===== src/rtl/datapath_pkg.sv =====
// datapath_pkg: opcodes, IR field positions, state and class encodings for the sequencer
package datapath_pkg;
    localparam logic [4:0] OP_ADD = 5'b00011;
    localparam logic [4:0] OP_SUB = 5'b00100;
    localparam logic [4:0] OP_AND = 5'b00101;
    localparam logic [4:0] OP_OR  = 5'b00110;
    localparam logic [4:0] OP_MUL = 5'b01111;
    localparam logic [4:0] OP_DIV = 5'b10000;
    localparam logic [4:0] OP_NEG = 5'b10001;
    localparam logic [4:0] OP_NOT = 5'b10010;

    localparam int OP_MSB = 31;
    localparam int OP_LSB = 27;
    localparam int RA_MSB = 26;
    localparam int RA_LSB = 23;
    localparam int RB_MSB = 22;
    localparam int RB_LSB = 19;
    localparam int RC_MSB = 18;
    localparam int RC_LSB = 15;

    typedef enum logic [3:0] {
        S_IDLE, S_T0, S_T1, S_T2, S_T3, S_T4, S_T5, S_T6, S_DONE
    } state_e;

    typedef enum logic [1:0] {
        C_THREE, C_TWO, C_UNARY, C_ILLEGAL
    } iclass_e;
endpackage


===== src/rtl/ir_decode.sv =====
// ir_decode: splits the IR into opcode, instruction class and one-hot register selects
module ir_decode
    import datapath_pkg::*;
#(
    parameter int NUM_REGS = 16
) (
    input  logic [31:0]         ir_i,
    output iclass_e             cls_o,
    output logic [4:0]          op_o,
    output logic [NUM_REGS-1:0] ra_o,
    output logic [NUM_REGS-1:0] rb_o,
    output logic [NUM_REGS-1:0] rc_o
);
    logic unused_bits;

    assign unused_bits = ^ir_i[RC_LSB-1:0];
    assign op_o  = ir_i[OP_MSB:OP_LSB];
    assign ra_o  = NUM_REGS'(1) << ir_i[RA_MSB:RA_LSB];
    assign rb_o  = NUM_REGS'(1) << ir_i[RB_MSB:RB_LSB];
    assign rc_o  = NUM_REGS'(1) << ir_i[RC_MSB:RC_LSB];
    assign cls_o = (op_o == OP_ADD || op_o == OP_SUB || op_o == OP_AND || op_o == OP_OR) ? C_THREE :
                   (op_o == OP_MUL || op_o == OP_DIV) ? C_TWO :
                   (op_o == OP_NEG || op_o == OP_NOT) ? C_UNARY : C_ILLEGAL;
endmodule


===== src/rtl/datapath_seq_ctrl.sv =====
// datapath_seq_ctrl: fetch/execute sequencer driving the single-bus datapath strobes
// for register-to-register ALU instructions, with memory-timeout and illegal-op error.
module datapath_seq_ctrl
    import datapath_pkg::*;
#(
    parameter int MEM_WAIT_MAX = 15,
    parameter int NUM_REGS     = 16
) (
    input  logic                clk,
    input  logic                reset_n,
    input  logic                start,
    input  logic                mem_ready,
    input  logic [31:0]         IR_Data,
    output logic                busy,
    output logic                done,
    output logic                error,
    output logic [NUM_REGS-1:0] reg_select,
    output logic [NUM_REGS-1:0] reg_enable,
    output logic                PC_select,
    output logic                PC_enable,
    output logic                PC_increment_enable,
    output logic                IR_enable,
    output logic                Y_enable,
    output logic                Z_enable,
    output logic                MAR_enable,
    output logic                MDR_enable,
    output logic                MDR_select,
    output logic                read,
    output logic                Z_LO_select,
    output logic                Z_HI_select,
    output logic                LO_enable,
    output logic                HI_enable,
    output logic [4:0]          alu_instruction
);
    state_e              state_q, state_d;
    logic [3:0]          cnt_q, cnt_d;
    logic                err_q, err_d;
    iclass_e             cls;
    logic [4:0]          op;
    logic [NUM_REGS-1:0] ra, rb, rc;

    ir_decode #(.NUM_REGS(NUM_REGS)) u_dec (
        .ir_i (IR_Data),
        .cls_o(cls),
        .op_o (op),
        .ra_o (ra),
        .rb_o (rb),
        .rc_o (rc)
    );

    always_ff @(posedge clk) begin
        if (!reset_n) begin
            state_q <= S_IDLE;
            cnt_q   <= '0;
            err_q   <= 1'b0;
        end else begin
            state_q <= state_d;
            cnt_q   <= cnt_d;
            err_q   <= err_d;
        end
    end

    assign busy = state_q != S_IDLE;

    always_comb begin
        state_d             = state_q;
        cnt_d               = cnt_q;
        err_d               = err_q;
        done                = 1'b0;
        error               = 1'b0;
        reg_select          = '0;
        reg_enable          = '0;
        PC_select           = 1'b0;
        PC_enable           = 1'b0;
        PC_increment_enable = 1'b0;
        IR_enable           = 1'b0;
        Y_enable            = 1'b0;
        Z_enable            = 1'b0;
        MAR_enable          = 1'b0;
        MDR_enable          = 1'b0;
        MDR_select          = 1'b0;
        read                = 1'b0;
        Z_LO_select         = 1'b0;
        Z_HI_select         = 1'b0;
        LO_enable           = 1'b0;
        HI_enable           = 1'b0;
        alu_instruction     = '0;
        case (state_q)
            S_IDLE: begin
                cnt_d   = '0;
                err_d   = 1'b0;
                state_d = start ? S_T0 : S_IDLE;
            end
            S_T0: begin
                PC_select           = 1'b1;
                MAR_enable          = 1'b1;
                PC_increment_enable = 1'b1;
                Z_enable            = 1'b1;
                state_d             = S_T1;
            end
            S_T1: begin
                read        = 1'b1;
                Z_LO_select = mem_ready;
                PC_enable   = mem_ready;
                MDR_enable  = mem_ready;
                cnt_d       = mem_ready ? cnt_q : cnt_q + 4'd1;
                // the cycle that brings the counter to the limit is the last one allowed
                err_d       = !mem_ready && cnt_d == 4'(MEM_WAIT_MAX);
                state_d     = mem_ready ? S_T2 : (err_d ? S_DONE : S_T1);
            end
            S_T2: begin
                MDR_select = 1'b1;
                IR_enable  = 1'b1;
                state_d    = S_T3;
            end
            S_T3: begin
                err_d      = cls == C_ILLEGAL;
                Y_enable   = cls != C_ILLEGAL;
                reg_select = cls == C_ILLEGAL ? '0 : (cls == C_TWO ? ra : rb);
                state_d    = cls == C_ILLEGAL ? S_DONE : S_T4;
            end
            S_T4: begin
                Z_enable        = 1'b1;
                alu_instruction = op;
                reg_select      = cls == C_THREE ? rc : rb;
                state_d         = S_T5;
            end
            S_T5: begin
                Z_LO_select = 1'b1;
                LO_enable   = cls == C_TWO;
                reg_enable  = cls == C_TWO ? '0 : ra;
                state_d     = cls == C_TWO ? S_T6 : S_DONE;
            end
            S_T6: begin
                Z_HI_select = 1'b1;
                HI_enable   = 1'b1;
                state_d     = S_DONE;
            end
            S_DONE: begin
                done    = 1'b1;
                error   = err_q;
                err_d   = 1'b0;
                state_d = S_IDLE;
            end
            default: state_d = S_IDLE;
        endcase
    end
endmodule


===== config.mk =====
export PLATFORM = sky130hd
export DESIGN_NAME = datapath_seq_ctrl
export DESIGN_NICKNAME = d
export VERILOG_FILES = /design/src/rtl/datapath_pkg.sv /design/src/rtl/ir_decode.sv /design/src/rtl/datapath_seq_ctrl.sv
export SDC_FILE = /design/constraint.sdc
export NUM_CORES = 1
export LEC_CHECK = 0
export CORE_MARGIN = 8
export CORE_UTILIZATION = 40
export DETAILED_ROUTE_END_ITERATION = 6
export GPL_TIMING_DRIVEN = 0
export PLACE_DENSITY_LB_ADDON = 0.2
export REMOVE_ABC_BUFFERS = 1
export SYNTH_ARGS = -nofsm -noshare
export SYNTH_HDL_FRONTEND = slang
export SYNTH_SLANG_ARGS = --single-unit

===== constraint.sdc =====
create_clock -name clk -period 2.2 [get_ports clk]
set_input_delay 0.22 -clock clk [delete_from_list [all_inputs] [get_ports clk]]
set_output_delay 0.22 -clock clk [all_outputs]
set_load 0.02 [all_outputs]

==> impl_results.md <==
* Outcome: complete, no violations
* CTS Root Cell: clkbuf_8
* R2R depth at 4
* Rows at 23
* Routed WL per cell at 17.0 µm
* Final Worst Setup Slack at 0.0314 ns
* Layout cell share with drive strength beyond 1 at 0.218
* Area share of the largest cell type after synthesis at 0.175
* Tightest Pin Transition at 0.493 ns
* Clock power share at 0.294
* Hold_sp: err_q$_SDFFE_PN0P_
* Sw power at 0.249 mW
* M3 GR Usage at 0.0391
* Most used DFF post-synth: dfxtp_1
* Hold path depth at 2
* Post-route DRC at 0
* Slew Limit Fails at 0
* Post-synthesis sequential area ratio at 0.109
* First-pass GRT wire length at 9700 µm
* CP Class: reg2out
* Post-synthesis mux area share at 0.205
* NumNets Final at 354
* CTS tree: done
* Starting Density at 0.414
* Netlist cell types at 43
* Post-synth EDFFs at 0
* CP Data Required Time at 1.98 ns
* Grt ovf at 0
* Worst endpoint data arrival time at 1.95 ns
* Area share of and/or/nand/nor cells after synthesis at 0.432
* Die Area at 0.00646 mm²
* Most used routing layer: met2
* RSZ-0062 raised after global routing: yes
* Via count at 2155
* Final setup violation count at 0
* R2r setup slk at 0.64 ns
* Number of max-cap violations at 0
* Worst slack at placement at -1.33 ns
* Sink Count at 9
* Pwr/cell area at 262 mW/mm²
* Slew margin rel. at 0.671
* Static leakage at 1.11 nW
* Synth Area in Compound Gates at 0.155
* Num CTS Buffers at 3
* Clock slew at reported path FFs at 0.05 ns
* Most common cell after layout, fill and taps aside: nor2_1
* Clock Tree Buf Depth at 2
* CP Launch Type: flop
* Final Routed Wirelength at 6220 µm
* Area Growth Syn to Fin at 54.9%
* Top cells by area, synth: mux2i_1 (18%), nor2_1 (12%), dfxtp_1 (11%)
* Avg Inst Size Synth at 6.68 µm²
* CP delay by family, top: buffers and inverters
* Slowest-stage cell, CP: dfxtp_1
* Area leader, netlist: mux2i_1
* Die Y at 80.4 µm
* P_int at 0.425 mW
* Most frequent cells in the layout: nor2_1 (51), mux2i_1 (29), clkdlybuf4s50_1 (25)
* Stages on the worst setup path at 7
* Post-Synth Adder-Cell Area at 0.0136
* Critical Path, Cell by Cell: nand2b_2 -> nor3_2 -> o31ai_4 -> buf_12 -> buf_4 -> o22ai_1 -> buf_2
* Sequential power share at 0.272
* GPL Wtd Cong at 0.856
* Antenna viol nets, final at 0
* Detailed placement HPWL at 4270 µm
* GRT Total Usage at 0.182
* GR Util met2 at 0.298
* Worst-Skew Late Latency at 0.24 ns
* Post-synthesis xor/xnor area fraction at 0.00528
* Routed vias/inst at 5.89
* Synth Warn # at 0
* CP startpoint: state_q[3]$_SDFF_PN0_
* IO Port Bufs at 74
* Register bit total from synthesis at 9
* Mapped Area at 0.00166 mm²
* Skew final at 0.00703 ns
* CTS H-tree depth at 1
* Critical Path End Type: primary output
* Initial antenna violation count at 0
* Final Hold Viols at 0
* GR Layer Usage met1 at 0.228
* DIE WIDTH at 80.4 µm
* Slowest stage delay, CP at 0.39 ns
* Post-route setup TNS at 0 ns
* Worst hold path type: reg2reg
* Num ports at 90
* Largest family of logic cells by synthesized area: simple AND/OR/NAND/NOR gates
* Core area at 0.00400 mm²
* DRT iter0 DRCs at 229
* Number of global-route vias before repair at 2004
* Maximum clock frequency at 461 MHz
* Maximum vdd ir drop at 0.000166 V
* Pre-antenna DRT Iters at 4
* Final Critical Period at 2.17 ns
* Reg2reg start: state_q[3]$_SDFF_PN0_
* Crit-path max FO at 16
* Ant. Diodes at 0
* Largest net degree at the start of global routing at 17
* Sw frac at 0.369
* WP buf/inv at 3
* Mapped Cells at 248
* Asr flop ratio synth at 0
* Comb power frac at 0.434
* Period utilisation layout at 0.986
state kept, by name (all words and copies together), names as in the netlist:
signal and flops:
cnt_q 4, err_q 1, state_q 4
power groups by stage:
stage	registers, mW	clock network (mW)	logic (mW)
finish	0.183	0.198	0.292
global route	0.184	0.213	0.311
CTS	0.182	0.196	0.288
detailed placement	0.184	0	0.264
global placement	0.184	0	0.257
floorplan	0.180	0	0.137
Yosys cell counts (all sizes together), types with 3 or more instances:
cell,count
or2,5
nor4,4
a21oi,3
o22ai,16
inv,7
or3,3
nand3b,4
nand2b,13
nand3,3
nor3,15
or3b,4
nand2,11
nor3b,4
mux2i,29
mux2,4
nand4b,3
clkbuf,11
a31oi,4
o21ai,3
dfxtp,9
nand4,4
and2,8
buf,10
nor2,54
final timing paths:
path / endpoint
max: reg_select[1]
min: err_q$_SDFFE_PN0P_
max reg2reg: cnt_q[2]$_SDFFE_PN0P_
min reg2reg: err_q$_SDFFE_PN0P_
cell type report:
cell class / instances / area, µm²
Sequential cell: 9 / 183
Fill cell: 405 / 1430
Tap cell: 50 / 62.6
Inverter: 7 / 26.3
Clock buffer: 4 / 45.0
Timing Repair Buffer: 82 / 737
Multi-Input combinational cell: 214 / 1520
stage by stage:
step / cells / util / cell area [µm²] / power, mW / hold slack [ns]
finish: 366 / 0.642 / 2570 / 0.674 / 0.516
global route: 366 / 0.642 / 2570 / 0.708 / 0.559
CTS: 366 / 0.638 / 2550 / 0.667 / 0.515
detailed placement: 352 / 0.594 / 2380 / 0.448 / 0.506
global placement: 351 / 0.588 / 2350 / 0.441 / 0.510
floorplan: 227 / - / 1550 / 0.316 / 0.338
cells by family (layout without fill, tap and decap cells):
| kind of cell | count (synthesis) | count (layout) |
|---|---|---|
| AND/OR/NAND/NOR | 139 | 139 |
| AO/OA/AOI/OAI | 36 | 39 |
| multiplexers | 33 | 33 |
| buffers and inverters | 28 | 93 |
| flip-flops | 9 | 9 |
| adder cells (fa/ha/maj) | 2 | 2 |
| XOR/XNOR | 1 | 1 |
worst reg2reg max path: cells and delay by family, from the launching register on:
family	cells	cell delay, ns
flops	1	0.39
compound gates	2	0.36
simple gates	2	0.71
metal layers:
| layer | wire length (µm) | vias up |
|---|---|---|
| met1 | 2700 | 986 |
| li1 | - | 1041 |
| met2 | 2810 | 114 |
| met3 | 571 | 14 |
| met4 | 132 | 0 |
| met5 | 0 | - |
repair_timing:
item,4_1_cts,5_1_grt
cloned,3,0
hold buffers,0,0
endpoints found under the setup margin,41,33
pin swaps,5,0
gates resized for setup,126,10
buffers inserted,7,0
endpoints found under the hold margin,0,0
(Power assumes the default switching activity.)
